**src/rtl/game_control.sv**
```systemverilog
// ----------------------------------------------------------------------------
// game_control
//   Top-level sequencer for the Breakout game. Owns lives, score and the
//   remaining-brick count. Walks the game through IDLE, SERVE, PLAY, LOST,
//   GAME_OVER and WIN. Gates the bar and ball movers through enable outputs.
//
// Ports
//   clock        in   system (pixel) clock
//   reset        in   asynchronous reset, active-low
//   start        in   raw pushbutton, active-low, asynchronous to clock
//   frame_tick   in   one-cycle pulse per video frame
//   ball_lost    in   one-cycle pulse: ball left through the bottom edge
//   brick_hit    in   one-cycle pulse: one brick destroyed
//   state        out  IDLE=0 SERVE=1 PLAY=2 LOST=3 GAME_OVER=4 WIN=5
//   ball_hold    out  ball pinned above the bar centre
//   ball_run     out  ball motion enabled
//   bar_run      out  bar motion enabled
//   lives        out  remaining lives
//   score        out  accumulated score (saturating)
//   bricks_left  out  bricks still standing
//   game_over    out  high while in GAME_OVER
//   win          out  high while in WIN
// ----------------------------------------------------------------------------
module game_control #(
    parameter int LIVES        = 3,
    parameter int N_BRICKS     = 40,
    parameter int LOST_FRAMES  = 60,
    parameter int SCORE_W      = 10,
    parameter int BRICK_POINTS = 1
) (
    input  logic               clock,
    input  logic               reset,
    input  logic               start,
    input  logic               frame_tick,
    input  logic               ball_lost,
    input  logic               brick_hit,
    output logic [2:0]         state,
    output logic               ball_hold,
    output logic               ball_run,
    output logic               bar_run,
    output logic [1:0]         lives,
    output logic [SCORE_W-1:0] score,
    output logic [7:0]         bricks_left,
    output logic               game_over,
    output logic               win
);

    typedef enum logic [2:0] {
        ST_IDLE      = 3'd0,
        ST_SERVE     = 3'd1,
        ST_PLAY      = 3'd2,
        ST_LOST      = 3'd3,
        ST_GAME_OVER = 3'd4,
        ST_WIN       = 3'd5
    } state_t;

    state_t               r_state;
    state_t               w_state_nxt;

    logic                 r_start_meta;
    logic                 r_start_sync;
    logic                 r_start_prev;
    logic                 w_start_evt;

    logic [1:0]           r_lives;
    logic [1:0]           w_lives_nxt;
    logic [SCORE_W-1:0]   r_score;
    logic [SCORE_W-1:0]   w_score_nxt;
    logic [7:0]           r_bricks;
    logic [7:0]           w_bricks_nxt;
    logic [7:0]           r_frames;
    logic [7:0]           w_frames_nxt;

    logic [SCORE_W:0]     w_score_sum;
    logic [SCORE_W-1:0]   w_score_sat;

    // Press edge of the synchronised button: released (1) last cycle,
    // pressed (0) now. Holding the button yields a single event.
    assign w_start_evt = r_start_prev & ~r_start_sync;

    // One extra bit catches the carry so the add can saturate instead of wrap.
    assign w_score_sum = {1'b0, r_score} + (SCORE_W+1)'(BRICK_POINTS);
    assign w_score_sat = w_score_sum[SCORE_W] ? {SCORE_W{1'b1}} : w_score_sum[SCORE_W-1:0];

    // NOTE: sequential state uses non-blocking assignments so every flop
    // samples pre-edge values regardless of process ordering.
    always_ff @(posedge clock or negedge reset) begin
        if (!reset) begin
            r_state <= ST_IDLE;
        end else begin
            r_state <= w_state_nxt;
        end
    end

    // Counters and the start synchroniser; sync flops rest at 1 (released).
    always_ff @(posedge clock or negedge reset) begin
        if (!reset) begin
            r_start_meta <= 1'b1;
            r_start_sync <= 1'b1;
            r_start_prev <= 1'b1;
            r_lives      <= 2'(LIVES);
            r_score      <= '0;
            r_bricks     <= 8'(N_BRICKS);
            r_frames     <= '0;
        end else begin
            r_start_meta <= start;
            r_start_sync <= r_start_meta;
            r_start_prev <= r_start_sync;
            r_lives      <= w_lives_nxt;
            r_score      <= w_score_nxt;
            r_bricks     <= w_bricks_nxt;
            r_frames     <= w_frames_nxt;
        end
    end

    // NOTE: every signal driven here gets a default first, so no path can
    // leave one unassigned and infer a latch.
    always_comb begin
        w_state_nxt  = r_state;
        w_lives_nxt  = r_lives;
        w_score_nxt  = r_score;
        w_bricks_nxt = r_bricks;
        w_frames_nxt = r_frames;

        case (r_state)
            ST_IDLE: begin
                if (w_start_evt) begin
                    w_state_nxt  = ST_SERVE;
                    w_lives_nxt  = 2'(LIVES);
                    w_score_nxt  = '0;
                    w_bricks_nxt = 8'(N_BRICKS);
                end
            end

            ST_SERVE: begin
                if (w_start_evt) begin
                    w_state_nxt = ST_PLAY;
                end
            end

            ST_PLAY: begin
                if (brick_hit) begin
                    w_score_nxt  = w_score_sat;
                    w_bricks_nxt = r_bricks - 8'd1;
                end
                if (ball_lost) begin
                    w_lives_nxt = r_lives - 2'd1;
                    if (r_lives == 2'd1) begin
                        w_state_nxt = ST_GAME_OVER;
                    end else begin
                        w_state_nxt  = ST_LOST;
                        w_frames_nxt = '0;
                    end
                end
                // Clearing the last brick wins even if the ball fell the same cycle.
                if (brick_hit && (r_bricks == 8'd1)) begin
                    w_state_nxt = ST_WIN;
                end
            end

            ST_LOST: begin
                if (frame_tick) begin
                    if (r_frames == 8'(LOST_FRAMES - 1)) begin
                        w_state_nxt = ST_SERVE;
                    end else begin
                        w_frames_nxt = r_frames + 8'd1;
                    end
                end
            end

            ST_GAME_OVER, ST_WIN: begin
                // Counters stay frozen for the overlay until the next serve.
                if (w_start_evt) begin
                    w_state_nxt = ST_IDLE;
                end
            end

            default: begin
                w_state_nxt = ST_IDLE;
            end
        endcase
    end

    // Status decode of the state register.
    always_comb begin
        ball_hold = 1'b1;
        ball_run  = 1'b0;
        bar_run   = 1'b0;
        game_over = 1'b0;
        win       = 1'b0;
        case (r_state)
            ST_SERVE: begin
                bar_run = 1'b1;
            end
            ST_PLAY: begin
                ball_hold = 1'b0;
                ball_run  = 1'b1;
                bar_run   = 1'b1;
            end
            ST_GAME_OVER: begin
                game_over = 1'b1;
            end
            ST_WIN: begin
                win = 1'b1;
            end
            default: begin
                ball_hold = 1'b1;
            end
        endcase
    end

    assign state       = r_state;
    assign lives       = r_lives;
    assign score       = r_score;
    assign bricks_left = r_bricks;

endmodule

```
**config.mk**
```make
export PLATFORM = sky130hd
export DESIGN_NAME = game_control
export DESIGN_NICKNAME = d
export VERILOG_FILES = /design/src/rtl/game_control.sv
export SDC_FILE = /design/constraint.sdc
export NUM_CORES = 1
export LEC_CHECK = 0
export BUFFER_PORTS_ARGS = -buffer_cell sky130_fd_sc_hd__buf_2
export CORE_AREA = 2 2 70 88
export CTS_CLUSTER_DIAMETER = 60
export DETAILED_ROUTE_END_ITERATION = 12
export DIE_AREA = 0 0 72 90
export GPL_TIMING_DRIVEN = 0
export SYNTH_ARGS = -nofsm -noshare
export SYNTH_HDL_FRONTEND = slang
export SYNTH_SLANG_ARGS = --single-unit
```
**constraint.sdc**
```tcl
create_clock -name clock -period 2.23 [get_ports clock]
set_input_delay 0.3345 -clock clock [delete_from_list [all_inputs] [get_ports clock]]
set_output_delay 0.3345 -clock clock [all_outputs]
set_load 0.005 [all_outputs]
```
# Yosys cells after proc, flatten, opt, wreduce, memory -nomap -nowiden
# Index checks and enable logic that the tools add are counted.
# W data, S select, Z words.
[classes]
n_addsub = 4
eq_ne = 18
mux = 29
n_bitwise = 2
reduce_logical = 10
[ops]
columns = ["cell", "n"]
rows = [
  ["$mux W8", 6],
  ["$pmux W8 S2", 2],
  ["$mux W10", 3],
  ["$mux W3", 8],
  ["$pmux W10 S2", 1],
  ["$ne A2 B2 Y1 const B", 9],
  ["$pmux W3 S5", 1],
  ["$add A10 B1 Y11 const B", 1],
  ["$add A8 B1 Y8 const B", 1],
  ["$eq A8 B1 Y1 const B", 1],
  ["$eq A8 B6 Y1 const B", 1],
  ["$sub A8 B1 Y8 const B", 1],
  ["$eq A3 B2 Y1 const B", 2],
  ["$eq A3 B3 Y1 const B", 2],
  ["$reduce_and A3 Y1", 2],
  ["$reduce_and A6 Y1", 1],
  ["$mux W1", 5],
  ["$reduce_and A5 Y1", 1],
  ["$mux W2", 2],
  ["$pmux W2 S2", 1],
  ["$reduce_bool A2 Y1", 2],
  ["$reduce_or A2 Y1", 2],
  ["$eq A3 B1 Y1 const B", 1],
  ["$logic_not A3 Y1", 1],
  ["other kinds (6)", 6],
]
[word_totals]
reg_bits = 34
out_inout_bits = 28

# Depth between registers and ports, before layout
[logic_depth]
word_depth = 5
depth_mapped = 9

# Worst setup path after synthesis
# No wires, ideal clock.
[synth_timing]
path_kind = "register -> register"
start = "reg r_state[0] (netlist: state[0])"
end = "reg r_state[0] (netlist: state[0])"
setup_time_ps = 120
arrival_ps = 1586
t_required_ps = 2110
path_slack_ps = 525
stages_incl_launch_ff = 7
n_path_buf = 2
period_less_slack_ps = 1705
cell_sequence = "dfrtp_1 > buf_6 > or3b_1 > buf_6 > a311oi_1 > a311oi_1 > o22a_2"
[synth_via]
elab_chain_cells = 4
[synth_rtl]
columns = ["item", "line", "rtl"]
rows = [
  ["start, declared", "57", "state_t r_state;"],
  ["start signal, assigned", "91", "r_state <= w_state_nxt;"],
  ["$eq A3 B3 Y1", "125", "case (r_state)"],
  ["$reduce_or A2 Y1", "125", ""],
  ["$ne A2 B2 Y1 (no source line)", "-", ""],
  ["$reduce_and A6 Y1 (no source line)", "-", ""],
]
# Parallel ways exist; a longest one is shown, timed or not.
# A chain may end at the register's enable or synchronous reset.

# Final worst setup path
[layout_timing]
start = "reg r_frames[0]"
end = "reg r_frames[4]"
[layout_via]
elab_chain_cells = 4
[layout_rtl]
columns = ["item", "line", "rtl"]
rows = [
  ["start, declared", "71", "logic [7:0] r_frames;"],
  ["start signal, assigned", "112", "r_frames <= w_frames_nxt;"],
  ["$add A8 B1 Y8", "166", "w_frames_nxt = r_frames + 8'd1;"],
  ["$mux W8", "163", "if (r_frames == 8'(LOST_FRAMES - 1)) begin"],
  ["$mux W8", "162", "if (frame_tick) begin"],
  ["$pmux W8 S2", "125", ""],
]
# Parallel ways exist; a longest one is shown, timed or not. The select of a mux whose other input is x is not followed.

==> metrics.txt <==
status complete, no violations; Hold-fix buffers, CTS 0; Final Slew Violations 0; Die H 90 um; final setup fails 0; CTS sink count 34; TritonRoute pass-1 iters 4; initial antenna violation count 0; Seq/Total Area, Yosys between 40% and 50%; GPL Wtd Cong 0.7691; Core Area 5702 um^2; Yosys cell types 50; # H-tree levels 2; kind of start point of the critical path flip-flop; final setup TNS 0 ns; die width 72 um; critical path class reg -> reg; Synth area leaders dfrtp_1 (35%), dfstp_2 (9.6%), o21ai_0 (6.3%); R2R depth 5; Data arrival, critical path between 2 and 2.5 ns; final layout net count 249; Root Buffer clkbuf_8; dpl ws 0.3635 ns; number of synthesized flops with an enable pin 0; Cells after Synth 198; CTS Buf Count 5; internal reg-to-reg setup slack 0.34 ns; final WL 4408 um; count of cells resized by post-cts repair 0; first-pass GRT wire length 7707 um; ANT cells 0; Setup crit end r_frames[4]; number of failing hold endpoints at the final stage 0; Final HPWL DP between 3000 and 4000 um; cell internal pwr 1.546 mW; vias in the first global route 1600; die footprint 6480 um^2; sequential power share about 40%; Async SR Flop Fraction between 90% and 100%; Final ANT Viol Nets 0; DRC Markers 0; Crit. End Element flip-flop; Mapped Nets 209; gr usage total about 15%; routed vias/inst 5.374; worst rel slew slack ~48%; FF-to-FF End r_frames[4]; max-cap violations 0; RSZ-0062 raised after global routing false; Initial Util around a third; Worst Path Max Fanout 6; P_sw 1.020 mW; P per Cell Area 1137 nW/um^2; Clock Skew slightly above 0.006 ns; Least-Margin Pin Slew 0.7847 ns; R2R Path Start r_frames[0]; PortBufs 33; #FFs+latches synth 34; worst-case vdd ir drop around 380 uV; routed len/inst approximately 14 um; Synth area leader dfrtp_1; combinational group share of total power 41.6%; Clk pwr share 18.5%; YS warnings 0; Sw Share ~40%; Critical Path RT 2.40 ns; Vias 1639; Row Count 31; 1st-iter DRT viols 72; crit path launch r_frames[0]; clock input transition at the sequential cells of the worst setup and hold paths 0.07 ns; TritonCTS clock tree yes; clk buf depth 2; GRT overflow 0; pin count of the biggest net entering global routing 35; Period Utilization, post-route ~85%; synthesized area per cell 9.687 um^2; synthesized area 1918 um^2; top cell type's share of synthesized area 35.23%; leakage 1.052 nW; Area Overhead vs Synth 17.68%; Post-Route Utilization 39.59%; layout cells sized above 1 28.87%; Peak Freq about 530 MHz; hold crit path type in -> async; Post-CTS Repair Setup Buffers 0; Setup WS post-layout 0.3407 ns; crit path time final 1.889 ns; clk_lat worst skew 0.28 ns; Post-synth top flop dfrtp_1; IO Pins 34
==> cells by family after synthesis <==
| group | synth area share [%] |
|---|---|
| AND/OR/NAND/NOR | 20.22 |
| AO/OA/AOI/OAI | 22.83 |
| flip-flops | 44.81 |
| buffers and inverters | 5.283 |
| multiplexers | 3.131 |
| adder cells (fa/ha/maj) | 3.262 |
| XOR/XNOR | 0.4567 |
==> layer usage <==
layer	global-route usage [%]	up-vias	part of all wire, %
li1	-	812	-
met1	18.71	791	44
met2	25.23	34	51
met3	2.803	2	3.3
met4	5.189	0	0.95
met5	0	-	0
==> power groups by stage <==
stage / registers (mW) / clock network, mW / logic [mW]
global route: 1.07 / 0.521 / 1.22
floorplan: 1.01 / 0 / 0.725
finish: 1.02 / 0.476 / 1.07
global placement: 1.03 / 0 / 1.06
CTS: 1.02 / 0.498 / 1.08
detailed placement: 1.03 / 0 / 1.07
==> state kept, by name, indices dropped and copies added, names as in the netlist <==
register and count:
score 10, bricks_left 8, r_frames 8, state 3
lives 2, r_start_meta 1, r_start_prev 1, r_start_sync 1
==> per-stage QoR <==
step	hold slack (ns)	cells	total power [mW]	area, um^2
detailed placement	0.3478	297	2.108	2166
CTS	0.1296	305	2.601	2257
finish	0.1166	305	2.567	2257
global placement	0.3465	297	2.091	2166
global route	0.1323	305	2.808	2257
floorplan	0.03891	198	1.731	1918
==> final cells by class <==
cell class	instances	area (um^2)
clock buffers	7	86.33
inverters	9	38.79
repair buffers	33	165.2
multi-input cells	149	957.2
clock inverters	1	5.005
well taps	66	82.58
flip-flops and latches	34	859.6
fillers	581	3445
plain buffers	6	62.56
==> critical path: stages (launching register included) <==
cell and delay [ns]:
dfrtp_1 0.42, ha_1 0.26, nor4b_1 0.18, a211oi_1 0.58, nand4_1 0.19, mux2i_1 0.15
==> Yosys cell counts (all sizes together) (2+ instances only) <==
master  count
nor3        2
o21ai      26
dfrtp      27
nand3b      3
a22o        5
a311oi      2
a21o        3
and2        3
mux2i       6
buf         6
nor3b       3
a211oi      2
nor2       13
and3        7
dfstp       7
nand4       6
o41ai       2
ha          5
a31oi       2
o21a        2
o22ai       2
inv         9
a21oi      10
nand2      22
nand3       8
==> worst min-delay path by stage <==
stage	depth (start not counted)	to	startpoint	slack [ns]
floorplan	0	bricks_left[0]	reset	0.04
global placement	0	r_start_sync	r_start_meta	0.35
detailed placement	0	r_start_sync	r_start_meta	0.35
CTS	1	r_start_meta	start	0.13
global route	1	r_start_meta	start	0.13
finish	1	r_frames[2]	reset	0.12
==> cell usage in the layout (no fill, tap or decap), types with 2 or more instances in the layout <==
master    count
buf_2        34
nand2_1      22
and2_1        2
a21oi_1       9
a21o_2        2
o21a_1        2
nor3_1        2
buf_6         3
dfstp_2       7
a22o_2        5
nor3b_1       3
o21ai_1       2
nor2_1       13
o21ai_0      24
o22ai_1       2
inv_1         8
a31oi_1       2
and3_1        6
mux2i_1       6
dfrtp_1      27
a211oi_1      2
o41ai_2       2
nand3b_1      3
nand3_1       8
ha_1          5
nand4_1       5
a311oi_1      2
clkbuf_8      6
No activity file was read; power rests on OpenSTA's default activity.
